## config.mk

```make
export PLATFORM = sky130hd
export DESIGN_NAME = icache_line_refill
export DESIGN_NICKNAME = d
export VERILOG_FILES = /design/src/rtl/icache_line_refill.sv
export SDC_FILE = /design/constraint.sdc
export NUM_CORES = 1
export LEC_CHECK = 0
export BUFFER_PORTS_ARGS = -buffer_cell sky130_fd_sc_hd__buf_2
export CAP_MARGIN = 20
export CELL_PAD_IN_SITES_DETAIL_PLACEMENT = 1
export CELL_PAD_IN_SITES_GLOBAL_PLACEMENT = 1
export CORE_AREA = 2 2 257 259
export CTS_CLUSTER_DIAMETER = 30
export CTS_CLUSTER_SIZE = 30
export DETAILED_ROUTE_END_ITERATION = 10
export DIE_AREA = 0 0 259 261
export GPL_ROUTABILITY_DRIVEN = 0
export PLACE_DENSITY_LB_ADDON = 0.1
export SLEW_MARGIN = 20
export SYNTH_ARGS = -nofsm -noshare
export SYNTH_HDL_FRONTEND = slang
export SYNTH_SLANG_ARGS = --single-unit
```

## constraint.sdc

```tcl
create_clock -name i_clk -period 4.1 [get_ports i_clk]
set_clock_uncertainty 0.05 [all_clocks]
set_input_delay 0.205 -clock i_clk [delete_from_list [all_inputs] [get_ports i_clk]]
set_output_delay 0.205 -clock i_clk [all_outputs]
set_load 0.05 [all_outputs]
```

## src/rtl/icache_line_refill.sv

```systemverilog
// Instruction-cache line refill controller.
// Takes one line miss and issues one line-read request to next-level memory.
// It collects the narrow response beats into a line buffer, then writes the
// whole line to the cache data memory in a single cycle.
// Optional feature macro: ICACHE_CRITICAL_WORD_FIRST_EN. When it is defined,
// the request is beat-aligned, the beats wrap starting at the critical word,
// and the first beat is forwarded on the critical-word outputs.
module icache_line_refill #(
    parameter  int LINE_WIDTH = 512,
    parameter  int BEAT_WIDTH = 32,
    parameter  int ADDR_WIDTH = 32,
    parameter  int LINE_DEPTH = 512,
    localparam int BEATS      = LINE_WIDTH / BEAT_WIDTH,
    localparam int OFFSET_W   = $clog2(LINE_WIDTH / 8),
    localparam int INDEX_W    = $clog2(LINE_DEPTH)
) (
    input  logic                  i_clk,
    input  logic                  i_reset_n,
    input  logic                  i_miss_valid,
    input  logic [ADDR_WIDTH-1:0] i_miss_address,
    output logic                  o_miss_ready,
    output logic                  o_mem_req_valid,
    output logic [ADDR_WIDTH-1:0] o_mem_req_address,
    input  logic                  i_mem_req_ready,
    input  logic                  i_mem_resp_valid,
    input  logic [BEAT_WIDTH-1:0] i_mem_resp_data,
    output logic                  o_line_write_enable,
    output logic [INDEX_W-1:0]    o_line_write_address,
    output logic [LINE_WIDTH-1:0] o_line_data,
    output logic                  o_refill_done,
    output logic                  o_critical_valid,
    output logic [BEAT_WIDTH-1:0] o_critical_data
);

    localparam int BOFF_W = $clog2(BEAT_WIDTH / 8);
    localparam int PTR_W  = (BEATS > 1) ? $clog2(BEATS) : 1;
    localparam int CNT_W  = $clog2(BEATS) + 1;

    typedef enum logic [1:0] {
        IDLE,
        REQUEST,
        RECEIVE,
        WRITE
    } state_t;

    state_t                r_state;
    logic [ADDR_WIDTH-1:0] r_addr;
    logic [LINE_WIDTH-1:0] r_line;
    logic [PTR_W-1:0]      r_beat_ptr;
    logic [CNT_W-1:0]      r_count;
    logic                  r_miss_ready;
    logic                  r_req_valid;
    logic                  r_write_en;
    logic                  r_done;

    // Request address captured at acceptance: line-aligned normally,
    // beat-aligned when the critical word is fetched first.
    logic [ADDR_WIDTH-1:0] w_req_addr;
    logic                  w_unused;

`ifdef ICACHE_CRITICAL_WORD_FIRST_EN
    assign w_req_addr = {i_miss_address[ADDR_WIDTH-1:BOFF_W], {BOFF_W{1'b0}}};
    assign w_unused   = &{1'b0, i_miss_address[BOFF_W-1:0]};
`else
    assign w_req_addr = {i_miss_address[ADDR_WIDTH-1:OFFSET_W], {OFFSET_W{1'b0}}};
    assign w_unused   = &{1'b0, i_miss_address[OFFSET_W-1:0]};
`endif

    // Main refill sequencer with all control outputs registered.
    always_ff @(posedge i_clk or negedge i_reset_n) begin
        if (!i_reset_n) begin
            r_state      <= IDLE;
            r_addr       <= '0;
            r_line       <= '0;
            r_beat_ptr   <= '0;
            r_count      <= '0;
            r_miss_ready <= 1'b1;
            r_req_valid  <= 1'b0;
            r_write_en   <= 1'b0;
            r_done       <= 1'b0;
        end else begin
            case (r_state)
                IDLE: begin
                    if (i_miss_valid) begin
                        r_addr       <= w_req_addr;
                        r_miss_ready <= 1'b0;
                        r_req_valid  <= 1'b1;
                        r_state      <= REQUEST;
                    end
                end
                REQUEST: begin
                    if (i_mem_req_ready) begin
                        // The beat offset bits of r_addr are zero unless the
                        // critical word is fetched first, so slot 0 is the default start.
                        r_beat_ptr  <= r_addr[OFFSET_W-1:BOFF_W];
                        r_count     <= '0;
                        r_req_valid <= 1'b0;
                        r_state     <= RECEIVE;
                    end
                end
                RECEIVE: begin
                    if (i_mem_resp_valid) begin
                        r_line[r_beat_ptr*BEAT_WIDTH +: BEAT_WIDTH] <= i_mem_resp_data;
                        if (r_beat_ptr == PTR_W'(BEATS - 1)) begin
                            r_beat_ptr <= '0;
                        end else begin
                            r_beat_ptr <= r_beat_ptr + 1'b1;
                        end
                        r_count <= r_count + 1'b1;
                        if (r_count == CNT_W'(BEATS - 1)) begin
                            r_write_en <= 1'b1;
                            r_done     <= 1'b1;
                            r_state    <= WRITE;
                        end
                    end
                end
                WRITE: begin
                    r_write_en   <= 1'b0;
                    r_done       <= 1'b0;
                    r_miss_ready <= 1'b1;
                    r_state      <= IDLE;
                end
                default: begin
                    r_state <= IDLE;
                end
            endcase
        end
    end

`ifdef ICACHE_CRITICAL_WORD_FIRST_EN
    logic                  r_crit_valid;
    logic [BEAT_WIDTH-1:0] r_crit_data;
    logic                  w_first_beat;

    assign w_first_beat = (r_state == RECEIVE) && i_mem_resp_valid && (r_count == '0);

    // Forward the first returned beat one cycle after it is sampled.
    always_ff @(posedge i_clk or negedge i_reset_n) begin
        if (!i_reset_n) begin
            r_crit_valid <= 1'b0;
            r_crit_data  <= '0;
        end else begin
            r_crit_valid <= w_first_beat;
            if (w_first_beat) begin
                r_crit_data <= i_mem_resp_data;
            end
        end
    end

    assign o_critical_valid = r_crit_valid;
    assign o_critical_data  = r_crit_data;
`else
    assign o_critical_valid = 1'b0;
    assign o_critical_data  = '0;
`endif

    assign o_miss_ready         = r_miss_ready;
    assign o_mem_req_valid      = r_req_valid;
    assign o_mem_req_address    = r_addr;
    assign o_line_write_enable  = r_write_en;
    assign o_line_write_address = r_addr[OFFSET_W +: INDEX_W];
    assign o_line_data          = r_line;
    assign o_refill_done        = r_done;

endmodule

```

==> summary.txt <==
Status
  • Status: complete, no violations

Detailed routing
  • Vias: 18500
  • DR iter-0 viols: 896
  • Antenna Nets Post-Route: 0
  • Final wirelength: 89700 um
  • Residual DRC: 0
  • Vias per std cell: 4.96
  • DR pass1 iterations: 5
  • Avg WL per Cell: 24.0 um

Finish
  • Area Overhead vs Synth: 40.8%
  • Final non-filler cell total: 3734
  • Share of cells above drive strength 1: 37.1%
  • Most frequent cells in the layout: buf_2, dfrtp_1, nand2_1
  • Nets: 2838
  • Commonest non-fill, non-tap cell in the layout: buf_2
  • Inserted Diodes: 0
  • Fill count: 7121
  • Layout Utilization: 49.4%

Timing
  • Crit path time final: 3.33 ns
  • Max Transition Viols Final: 0
  • PnR worst setup slack: 0.770 ns
  • Slew @ Worst Pin: 1.04 ns
  • Max_slew headroom: 30.4%
  • Setup-failing EPs final: 0
  • Max Fclk: 0.300 GHz
  • Fin Hold WS: 0.104 ns
  • Period utilisation layout: 81.2%
  • Setup TNS: 0 ns
  • Final hold vios: 0
  • Unrepaired setup endpoints after global routing: no

Setup path
  • Crit. End Element: register
  • Worst Setup SP: r_beat_ptr[0]$_DFFE_PN0P_
  • Crit Path Class: register to register
  • Nature of the critical path startpoint: register
  • R2r setup slk: 0.77 ns
  • Reg2reg start: r_beat_ptr[0]$_DFFE_PN0P_
  • Crit path DAT: 3.85 ns
  • CP required: 4.62 ns
  • Worst-path maximum fanout: 18

CTS
  • CTS resizes: 0
  • CTS buffer count: 138
  • CTS HTree Levels: 4
  • Worst-skew pair later-pin latency: 0.68 ns
  • CTS tree: built
  • Worst-path clk slew: 0.05 ns
  • Bufs on Longest Clock Path: 3
  • Postcts setup bufs: 0
  • CTS Sinks: 552
  • Clock Root Buffer: clkbuf_16

Pwr
  • Flop pwr share: 28.1%
  • Worst VDD drop: 0.000405 V
  • P_sw: 7.34 mW
  • Switching share of power: 33.6%
  • Pwr dens: 679 nW/um^2
  • Leak pwr: 16.5 nW
  • Cell Int Power: 14.5 mW
  • Gate power share: 21.3%
  • Clock network power share: 50.6%

Placed design
  • Placed Cells incl. Taps: 3419
  • DP Worst Slack: 0.787 ns
  • Final HPWL DP: 61300 um
  • Port buffer count: 613

Die
  • Core Box Area: 65000 sq um
  • Std cell rows: 94
  • Die H: 261 um
  • I/O Pins: 659
  • Die Width: 259 um
  • Total die area: 67600 sq um
  • Initial core utilization: 35.1%

Synth
  • Sequential area share after synthesis: 60.6%
  • Cell count after synthesis: 2042
  • Dominant synthesized flop cell: dfrtp_1
  • Top area cells in the synthesized netlist: dfrtp_1, nand2_1, mux2_2, o31ai_1, mux2i_1
  • Distinct cell type count after synthesis: 53
  • Avg Inst Size Synth: 11.2 sq um
  • EDFF count, synth: 0
  • Synth Register Bits: 552
  • Async set-reset flop share out of synthesis: 100%
  • Share of the synthesized area in the top cell type: 60.4%
  • Post-Syn Area: 22800 sq um
  • Largest area contributor in the synthesized netlist: dfrtp_1
  • Yosys Warn Count: 0

Global routing
  • Largest net degree at the start of global routing: 109
  • Antenna violations before repair: 0
  • GR Overflow Total: 0
  • First-pass GRT wire length: 131000 um
  • Total GRT Usage: 26.3%
  • Vias in the first global route: 19700

Worst hold path
  • Hold Path Class: primary input to async pin

Job
  • Maxcap violations: 0
==> final cells by class <==
cell class,count,area (sq um),area share [%]
clock buffer,183,3900,12.1
multi-input combinational,1229,7860,24.5
sequential,552,13800,43.0
tap,864,1080,3.37
inverter,114,428,1.33
clock inverter,69,890,2.77
timing repair buffer,723,4140,12.9
==> cell usage after synthesis (all sizes together) (2+ instances only) <==
cell and count:
o21ai 185, inv 114, nor3 10, and3 33, o21a 2, mux2 154, nand2 437, nor2b 2
nand3b 2, clkbuf 89, a21oi 5, and2 26, and3b 2, nand3 21, o31ai 134, o22ai 2
nand2b 6, nand4 5, mux2i 99, xnor2 2, a22o 9, buf 96, nor2 14, dfrtp 551
ha 11, o211ai 4, nor4 13
==> power groups by stage <==
stage / Clock [mW] / Combinational, mW / Sequential [mW]
after global routing: 11.5 / 4.91 / 6.18
after detailed placement: 0 / 4.61 / 6.20
after floorplan: 0 / 1.84 / 7.45
after CTS: 11.2 / 4.68 / 6.12
after global placement: 0 / 4.54 / 6.17
final: 11.0 / 4.66 / 6.13
==> cell families (layout without fill, tap and decap cells) <==
| kind of cell | Yosys count | in the layout | synth area share (%) |
|---|---|---|---|
| flops | 552 | 552 | 60.6 |
| fa+ha+maj | 11 | 11 | 0.603 |
| other cells | 1 | 39 | 0.0164 |
| buf+inv | 299 | 1089 | 6.13 |
| mux | 253 | 253 | 11.9 |
| simple gates | 574 | 574 | 11.0 |
| compound gates | 349 | 349 | 9.55 |
| xor+xnor | 3 | 3 | 0.148 |
==> repair_timing <==
| action | 4_1_cts | 5_1_grt |
|---|---|---|
| endpoints found under the setup margin | 0 | 0 |
| hold endpoints to repair | 307 | 0 |
| hold buffers | 63 | 0 |
==> path summary, 6_finish.rpt <==
check | endpoint | cells past startpoint
min reg2reg | o_line_data[63]$_DFFE_PN0P_ | 2
min in group i_clk | o_mem_req_address[7]$_DFFE_PN0P_ | 3
max reg2reg | o_line_data[397]$_DFFE_PN0P_ | 7
min | o_line_data[378]$_DFFE_PN0P_ | 2
max in group asynchronous | o_line_data[20]$_DFFE_PN0P_ | 3
max | o_line_data[397]$_DFFE_PN0P_ | 7
==> routing by layer <==
layer,global-route usage [%],wire length (um),up-vias
met3,8.39,6570,155
met2,42.6,43100,587
met1,32.5,36900,9463
met4,10.5,3030,0
li1,-,-,8300
met5,0,0,-
==> critical path: stages (launching register included) <==
cell and delay [ns]:
dfrtp_2 0.54, inv_1 0.16, ha_1 0.33, xor2_2 0.31, nor3_1 0.49, nand3_2 0.59
buf_16 0.39, mux2_1 0.32
==> stage by stage <==
stage	instance area, sq um	total power, mW
after floorplan	23000	9.30
after global routing	32100	22.6
after global placement	26700	10.7
after CTS	32100	22.0
after detailed placement	26700	10.8
final	32100	21.8
==> sequential cells by signal, indices dropped and copies added (netlist names) <==
| signal | cells |
|---|---|
| r_beat_ptr | 4 |
| o_line_data | 512 |
| r_count | 5 |
| o_mem_req_valid | 1 |
| o_mem_req_address | 26 |
| r_state | 2 |
| o_refill_done | 1 |
| o_miss_ready | 1 |
No activity file was read; power rests on OpenSTA's default activity.
